==> config.mk <==
export PLATFORM = sky130hd
export DESIGN_NAME = mem_line_ctrl
export DESIGN_NICKNAME = d
export VERILOG_FILES = /design/src/rtl/mem_pkg.sv /design/src/rtl/mem_rr_arbiter.sv /design/src/rtl/mem_line_ctrl.sv
export SDC_FILE = /design/constraint.sdc
export NUM_CORES = 1
export LEC_CHECK = 0
export CORE_AREA = 2 2 284 286
export DETAILED_ROUTE_END_ITERATION = 10
export DIE_AREA = 0 0 286 288
export REMOVE_ABC_BUFFERS = 1
export SYNTH_ARGS = -nofsm -noshare
export SYNTH_HDL_FRONTEND = slang
export SYNTH_SLANG_ARGS = --single-unit
==> constraint.sdc <==
create_clock -name clk -period 4.1 [get_ports clk]
set_clock_uncertainty 0.15 [all_clocks]
set_input_delay 0.615 -clock clk [delete_from_list [all_inputs] [get_ports clk]]
set_output_delay 0.615 -clock clk [all_outputs]
set_load 0.01 [all_outputs]
==> src/rtl/mem_pkg.sv <==
// mem_pkg
//   Types and constants shared by the line controller, the caches and the
//   RAM wrapper: physical word-address width, line width, the line type,
//   the controller state encoding and the requester identity.
package mem_pkg;

   localparam int PADDR_W = 20;
   localparam int LINE_W  = 128;

   typedef logic [LINE_W-1:0]  line_t;
   typedef logic [PADDR_W-1:0] paddr_t;

   typedef enum logic [1:0] {
      IDLE    = 2'd0,
      RD_WAIT = 2'd1,
      WR_WAIT = 2'd2,
      DONE    = 2'd3
   } mem_state_t;

   typedef enum logic {
      REQ_IC = 1'b0,
      REQ_DC = 1'b1
   } mem_req_t;

endpackage

==> src/rtl/mem_rr_arbiter.sv <==
// mem_rr_arbiter
//   Two-way round-robin arbiter between the icache and dcache miss ports.
//   Ports:
//     clk, reset   core clock, asynchronous active-low reset
//     i_req_ic     icache request present
//     i_req_dc     dcache request present
//     i_update     one-cycle strobe: record i_winner as the last grant
//     i_winner     requester that just completed its transaction
//     o_valid      at least one request present
//     o_grant      requester to grant this cycle (meaningful with o_valid)
module mem_rr_arbiter
   import mem_pkg::*;
(
   input  logic     clk,
   input  logic     reset,
   input  logic     i_req_ic,
   input  logic     i_req_dc,
   input  logic     i_update,
   input  mem_req_t i_winner,
   output logic     o_valid,
   output mem_req_t o_grant
);

   mem_req_t r_last_grant;
   // Until the first transaction completes nobody has "won last time", so a
   // tie out of reset goes to the icache.
   logic     r_no_history;

   // NOTE: clocked state uses non-blocking assignments so every register
   // samples the pre-edge values of the others, independent of block order.
   always_ff @(posedge clk or negedge reset) begin
      if (!reset) begin
         r_last_grant <= REQ_IC;
         r_no_history <= 1'b1;
      end else if (i_update) begin
         r_last_grant <= i_winner;
         r_no_history <= 1'b0;
      end
   end

   // NOTE: every output of this always_comb gets a default first, so no
   // path through the block can leave a value held (which would be a latch).
   always_comb begin
      o_valid = i_req_ic | i_req_dc;
      o_grant = REQ_IC;
      if (i_req_ic && i_req_dc) begin
         if (!r_no_history && (r_last_grant == REQ_IC)) begin
            o_grant = REQ_DC;
         end
      end else if (i_req_dc) begin
         o_grant = REQ_DC;
      end
   end

endmodule

==> src/rtl/mem_line_ctrl.sv <==
// mem_line_ctrl
//   Sole master of the RAM line port. Arbitrates between the icache and
//   dcache, runs one 128-bit line read or write at a time with a fixed
//   MEM_LATENCY wait, and returns the fill line / completion to the winner.
//   Ports:
//     clk, reset                      core clock, asynchronous active-low reset
//     ic_req, ic_addr                 icache line-read request (held until ack)
//     ic_ack, ic_rdata                completion pulse and fill line
//     dc_req, dc_we, dc_addr,         dcache read/write request (held until ack)
//     dc_wdata                        writeback line
//     dc_ack, dc_rdata                completion pulse and fill line
//     data_requested, data_returned   RAM read address (word) and read data
//     where_to_write, data_to_write,  RAM write line index, data and strobe
//     write_to_mem
//     busy                            a transaction is in flight
module mem_line_ctrl
   import mem_pkg::*;
#(
   parameter int unsigned MEM_LATENCY = 5   // legal range 1..15
)
(
   input  logic                clk,
   input  logic                reset,
   input  logic                ic_req,
   input  logic [PADDR_W-1:0]  ic_addr,
   output logic                ic_ack,
   output logic [LINE_W-1:0]   ic_rdata,
   input  logic                dc_req,
   input  logic                dc_we,
   input  logic [PADDR_W-1:0]  dc_addr,
   input  logic [LINE_W-1:0]   dc_wdata,
   output logic                dc_ack,
   output logic [LINE_W-1:0]   dc_rdata,
   output logic [PADDR_W-1:0]  data_requested,
   input  logic [LINE_W-1:0]   data_returned,
   output logic [PADDR_W-1:0]  where_to_write,
   output logic [LINE_W-1:0]   data_to_write,
   output logic                write_to_mem,
   output logic                busy
);

   localparam logic [3:0] WAIT_LOAD = 4'(MEM_LATENCY - 1);

   mem_state_t r_state, w_next_state;
   logic [3:0] r_wait_cnt;
   mem_req_t   r_winner;
   paddr_t     r_data_requested;
   paddr_t     r_where_to_write;
   line_t      r_data_to_write;
   line_t      r_ic_rdata;
   line_t      r_dc_rdata;

   logic       w_arb_valid;
   mem_req_t   w_arb_grant;
   logic       w_grant;
   logic       w_sel_we;
   paddr_t     w_sel_addr;
   logic       w_wait_done;
   logic       w_in_wait;
   logic       w_unused_addr_bits;

   // Word-select bits of the request addresses are irrelevant to line accesses.
   assign w_unused_addr_bits = ^{ic_addr[1:0], dc_addr[1:0]};

   mem_rr_arbiter u_arb (
      .clk      (clk),
      .reset    (reset),
      .i_req_ic (ic_req),
      .i_req_dc (dc_req),
      .i_update (r_state == DONE),
      .i_winner (r_winner),
      .o_valid  (w_arb_valid),
      .o_grant  (w_arb_grant)
   );

   assign w_grant     = (r_state == IDLE) && w_arb_valid;
   assign w_sel_we    = (w_arb_grant == REQ_DC) && dc_we;
   assign w_sel_addr  = (w_arb_grant == REQ_DC) ? dc_addr : ic_addr;
   assign w_wait_done = (r_wait_cnt == 4'd0);
   assign w_in_wait   = (r_state == RD_WAIT) || (r_state == WR_WAIT);

   always_ff @(posedge clk or negedge reset) begin
      if (!reset) begin
         r_state <= IDLE;
      end else begin
         r_state <= w_next_state;
      end
   end

   always_comb begin
      w_next_state = r_state;
      unique case (r_state)
         IDLE:    if (w_grant) w_next_state = w_sel_we ? WR_WAIT : RD_WAIT;
         RD_WAIT: if (w_wait_done) w_next_state = DONE;
         WR_WAIT: if (w_wait_done) w_next_state = DONE;
         DONE:    w_next_state = IDLE;
         default: w_next_state = IDLE;
      endcase
   end

   // Request fields are captured only at grant; the RAM-facing registers
   // therefore stay stable for the whole wait phase and hold in IDLE.
   always_ff @(posedge clk or negedge reset) begin
      if (!reset) begin
         r_wait_cnt       <= '0;
         r_winner         <= REQ_IC;
         r_data_requested <= '0;
         r_where_to_write <= '0;
         r_data_to_write  <= '0;
         r_ic_rdata       <= '0;
         r_dc_rdata       <= '0;
      end else begin
         if (w_grant) begin
            r_winner   <= w_arb_grant;
            r_wait_cnt <= WAIT_LOAD;
            if (w_sel_we) begin
               r_where_to_write <= {2'b00, w_sel_addr[PADDR_W-1:2]};
               r_data_to_write  <= dc_wdata;
            end else begin
               r_data_requested <= {w_sel_addr[PADDR_W-1:2], 2'b00};
            end
         end else if (w_in_wait && !w_wait_done) begin
            r_wait_cnt <= r_wait_cnt - 4'd1;
         end

         if ((r_state == RD_WAIT) && w_wait_done) begin
            if (r_winner == REQ_DC) r_dc_rdata <= data_returned;
            else                    r_ic_rdata <= data_returned;
         end
      end
   end

   assign ic_ack         = (r_state == DONE) && (r_winner == REQ_IC);
   assign dc_ack         = (r_state == DONE) && (r_winner == REQ_DC);
   assign ic_rdata       = r_ic_rdata;
   assign dc_rdata       = r_dc_rdata;
   assign data_requested = r_data_requested;
   assign where_to_write = r_where_to_write;
   assign data_to_write  = r_data_to_write;
   // Decoded from the state register so an asynchronous reset drops it at once.
   assign write_to_mem   = (r_state == WR_WAIT) && w_wait_done;
   assign busy           = (r_state != IDLE);

endmodule
# Word level (Yosys, flattened, before mapping)
# Cells that the tools add are included.
dict set report totals {
  regBits 429
  inputBits 301
  output_inout_bits 428
  word_cells 52
}
dict set report op_classes {
  n_addsub 1
  eq_ne 5
  muxes 10
  n_bitwise 4
  n_reduce_logical 22
}
# operator n
set ops {}
lappend ops {{2-to-1 mux 20 bit} 1}
lappend ops {{AND reduction 2 bit} 5}
lappend ops {{logical AND 1 bit} 9}
lappend ops {{2-to-1 mux 4 bit} 2}
lappend ops {{2-to-1 mux 2 bit} 3}
lappend ops {{case mux 2 bit (3 select lines)} 1}
lappend ops {{== test 2 bit, second input constant} 2}
lappend ops {{logical NOT 4 bit} 1}
lappend ops {{nonzero test 2 bit} 2}
lappend ops {{subtractor 4 x 1 -> 4 bit, second input constant} 1}
lappend ops {{2-to-1 mux 1 bit} 3}
lappend ops {{NOT 1 bit} 3}
lappend ops {{== test 2 x 1 -> 1 bit, second input constant} 1}
lappend ops {{logical NOT 1 bit} 2}
lappend ops {{logical NOT 2 bit} 1}
lappend ops {{!= test 2 x 1 -> 1 bit, second input constant} 1}
lappend ops {{!= test 2 bit, second input constant} 1}
lappend ops {{OR reduction 2 bit} 1}
lappend ops {{logical OR 1 bit} 1}
lappend ops {{OR 1 bit} 1}

# Longest topological paths before layout
dict set report logic_depth {
  ltp_word 8
  mapped_depth 7
  mapped_depth_nobuf 5
}

# Cells and area by module
# From an unflattened synthesis, not the netlist that was laid out.
dict set report hier_totals {
  hier_cells 993
  area_unflattened_um2 16350.7
}
# mod instances cells_per_inst area_per_inst_um2 seq_area_each_um2
set modules_own_cells {}
lappend modules_own_cells {mem_line_ctrl 1 986 16258.1 10685.2}
lappend modules_own_cells {mem_rr_arbiter 1 7 92.6 51.3}

# Worst setup path before layout
# No wires, ideal clock.
dict set report synth_path {
  kind {reg2reg}
  startpoint {register r_wait_cnt[0]}
  endpoint {register r_ic_rdata[107] (netlist: ic_rdata[107])}
  setup_time_ns 0.125
  arrival_time_ns 1.876
  required_ns 3.825
  path_slack_ns 1.949
  path_stages_with_launch 8
  n_path_buf 2
  synth_period_minus_slack_ns 2.151
  path_cell_list {dfrtp_1 -> inv_1 -> ha_1 -> or3b_4 -> nor3b_2 -> buf_4 -> buf_8 -> mux2_2}
}
dict set report synth_via {
  elab_chain_cells 3
}
# item line
set synth_rtl {}
lappend synth_rtl {{start, declared} mem_line_ctrl.sv:45} ;# logic [3:0] r_wait_cnt;
lappend synth_rtl {{start signal, assigned} mem_line_ctrl.sv:123} ;# r_wait_cnt <= r_wait_cnt - 4'd1;
lappend synth_rtl {{logical NOT 4 bit} mem_line_ctrl.sv:79} ;# assign w_wait_done = (r_wait_cnt == 4'd0);
lappend synth_rtl {{logical AND 1 bit} mem_line_ctrl.sv:126} ;# if ((r_state == RD_WAIT) && w_wait_done) begin
lappend synth_rtl {{AND reduction 2 bit (no source line)} --}
lappend synth_rtl {{end signal, assigned} mem_line_ctrl.sv:128} ;# else r_ic_rdata <= data_returned;
lappend synth_rtl {{end, declared} mem_line_ctrl.sv:50} ;# line_t r_ic_rdata;
# Every way passes these cells.
# A chain may end at the register's enable or synchronous reset.

# Worst setup path in the final report
dict set report layout_path {
  startpoint {register r_wait_cnt[0]}
  endpoint {output write_to_mem}
}
dict set report layout_via {
  elab_chain_cells 2
}
# item line
set layout_rtl {}
lappend layout_rtl {{logical NOT 4 bit} mem_line_ctrl.sv:79}
lappend layout_rtl {{logical AND 1 bit} mem_line_ctrl.sv:141} ;# assign write_to_mem = (r_state == WR_WAIT) && w_wait_done;
lappend layout_rtl {{end, declared} mem_line_ctrl.sv:38} ;# output logic write_to_mem,
# Every way passes these cells.

==> results.yml <==
run_status:
  status: "finished clean"
synthesis:
  syn-cell-area_um2: 16700
  ys_types: 34
  synth_top_area_share_pct: 63.9
  ys.flop_type: "dfrtp_1"
  synth-edff-count: 0
  ys_warn_count: 0
  synth-async-reset-ratio_pct: 100
  synth_seq_area_share_pct: 64.1
  syn_inst: 1038
  synth_common_cells: "dfrtp_1, mux2_2, o211ai_1"
  yosysMostFrequentCell: "dfrtp_1"
  avgSynthCellArea_um2: 16.1
  synthTopCellsByArea: "dfrtp_1, mux2_2, o211ai_1, buf_6, nand2b_1"
  yosysTopAreaCell: "dfrtp_1"
  ys_seq_elements: 429
worst_setup_path:
  reg2reg_from: "r_wait_cnt[0]$_DFFE_PN0P_"
  critPathKind: "reg2out"
  critPathMaxStageDelay_ns: 0.59
  startpoint: "r_wait_cnt[0]$_DFFE_PN0P_"
  worstPathRequired_ns: 3.34
  worst_ep_arrival_time_ns: 2.61
  crit_path_end_kind: "output pin"
  crit_fanout: 5
  path_cells: "inv_1, ha_1, nor3b_1, and2_1, clkdlybuf4s50_1"
  cp_slowest_cell: "nor3b_1"
  rrSetupSlack_ns: 1.31
  start_kind: "register"
floorplanning:
  die_area_um2: 82400
  initial_utilization_pct: 21.0
  rows: 104
  die_y_um: 288
  boundaryPins: 729
  die_w_um: 286
  core-area_um2: 79600
timing:
  fmax_ghz: 0.296
  rsz0062_at_grt: "no"
  fin_crit_sh_pct: 82.3
  relSlewSlack_pct: 26.0
  worstMarginPinSlew_ns: 1.11
  fin_crit_ns: 3.38
  hold_viol: 0
  drv_slew: 0
  setup_slack_ns: 0.724
  finalSetupViolCount: 0
detailed_routing:
  detail_route.wirelength_um: 55200
  drtIter0Drc: 324
  drcViolationCount: 0
  wl_per_cell_um: 19.2
  ant_nets: 0
  dr.pass1.iters: 4
  via_count: 11600
  drt-vias-per-instance: 4.02
clock_tree:
  cts_tree: "done"
  cts_hold_buffers: 1
  cts_resized: 0
  clk_pin_slew_ns: 0.05
  htreeDepth: 2
  cts_buffers: 50
  ctsLongestPathBuffers: 3
  cts.sinks: 429
  clk_latency_ns: 0.57
  clock-root-buffer: "clkbuf_16"
  cts_setup_buffers: 0
final_layout:
  seqCellArea_um2: 10700
  design_area_um2: 26900
  diodes: 0
  multi_input_area_um2: 5570
  layout.nets: 2087
  stdcell_count: 2879
  syn2layout_area_growth_pct: 60.3
  layout-drive-gt1-share_pct: 29.7
  n_fill_cell: 7811
place:
  place_area_um2: 25200
  post-place-ws_ns: 1.12
  port-buffer-count: 720
  place_congestion: 0.879
  dp_hpwl_um: 41600
  dpl.cell_count: 2788
power_and_ir_drop:
  power.density_nw_per_um2: 795
  ir_drop_mv: 0.381
  power_mw: 21.3
  p_leak_nw: 11.0
flow_run:
  drv_cap: 0
global_routing:
  globalRouteTotalUtil_pct: 12.8
  grt_overflow: 0
  grt_pass1_vias: 12700
  grt_pass1_wl_um: 80900
  grt_max_degree: 129
  antenna_found_initial: 0
min_path:
  holdCritStartpoint: "dc_rdata[67]$_DFFE_PN0P_"
  hold_class: "reg2reg"
logic make-up after synthesis:
| group | after synthesis | share of synthesized area (%) |
|---|---|---|
| AOI/OAI and AO/OA | 53 | 2.33 |
| adders and majority gates | 5 | 0.373 |
| buffers and inverters | 68 | 2.88 |
| DFF | 429 | 64.1 |
| muxes | 421 | 28.3 |
| other | 1 | 0.0224 |
| and+or+nand+nor | 61 | 1.99 |
cell usage in the layout, fill, tap and decap left out, types with 3 or more instances in the layout:
cell type	synthesis	layout
a21oi_1	3	3
buf_12	0	8
buf_4	5	21
bufinv_16	0	3
clkbuf_1	11	7
clkbuf_16	0	50
clkbuf_8	0	14
clkdlybuf4s50_1	0	719
clkinv_2	0	11
conb_1	1	4
dfrtp_1	428	428
ha_1	5	5
inv_1	6	6
mux2_2	421	421
nand2_1	21	21
nand2b_1	22	22
nor2_1	4	3
o211ai_1	37	37
o21ai_0	5	5
critical path, delay by kind of cell (launching register included):
| kind | cells | cell delay, ns |
|---|---|---|
| adder cells (fa/ha/maj) | 1 | 0.20 |
| buffers and inverters | 2 | 0.65 |
| flip-flops | 1 | 0.38 |
| AND/OR/NAND/NOR | 2 | 0.81 |
metrics by stage:
step / hold slack, ns / util (%) / setup TNS (ns)
after floorplan: 0.169 / - / -1099.56
after global placement: 0.337 / 31.6 / 0
after detailed placement: 0.342 / 31.6 / 0
after CTS: 0.354 / 33.7 / 0
after global routing: 0.365 / 33.7 / 0
final: 0.352 / 33.7 / 0
per-layer routing:
layer | wire length (µm) | vias to the layer above | part of all wire (%) | global-route usage, %
met5 | 0 | - | 0 | 0
met4 | 1780 | 0 | 3.2 | 4.91
met3 | 3290 | 101 | 6.0 | 3.27
met2 | 28200 | 388 | 51 | 22.1
met1 | 21900 | 5891 | 40 | 15.2
li1 | - | 5194 | - | -
power by group:
part	total [mW]	internal, mW	switching, mW
Combinational	9.25	5.70	3.55
Clock	4.46	2.68	1.78
Sequential	7.64	6.38	1.26
Total	21.3	14.8	6.59
layout make-up:
cell class,count,area share (%)
repair buffers,750,28.1
flip-flops and latches,429,40.0
inverters,6,0.0839
clock buffers,71,5.47
clock inverters,19,0.722
multi-input cells,544,20.7
well taps,1060,4.94
flip-flops by register name, indices dropped and copies added (netlist names):
register and flops:
data_requested 18, data_to_write 128, dc_rdata 128, ic_rdata 128, r_state 2, r_wait_cnt 4
r_winner 1, u_arb.r_last_grant 1, u_arb.r_no_history 1, where_to_write 18
worst paths after layout:
| path | depth (start not counted) | end |
|---|---|---|
| setup / recovery | 5 | write_to_mem |
| hold / removal | 1 | dc_rdata[67]$_DFFE_PN0P_ |
| setup reg to reg | 7 | ic_rdata[106]$_DFFE_PN0P_ |
| hold reg to reg | 1 | dc_rdata[67]$_DFFE_PN0P_ |
| max in group asynchronous | 3 | data_to_write[7]$_DFFE_PN0P_ |
| min in group asynchronous | 2 | ic_rdata[4]$_DFFE_PN0P_ |
No activity file was read; power rests on OpenSTA's default activity.
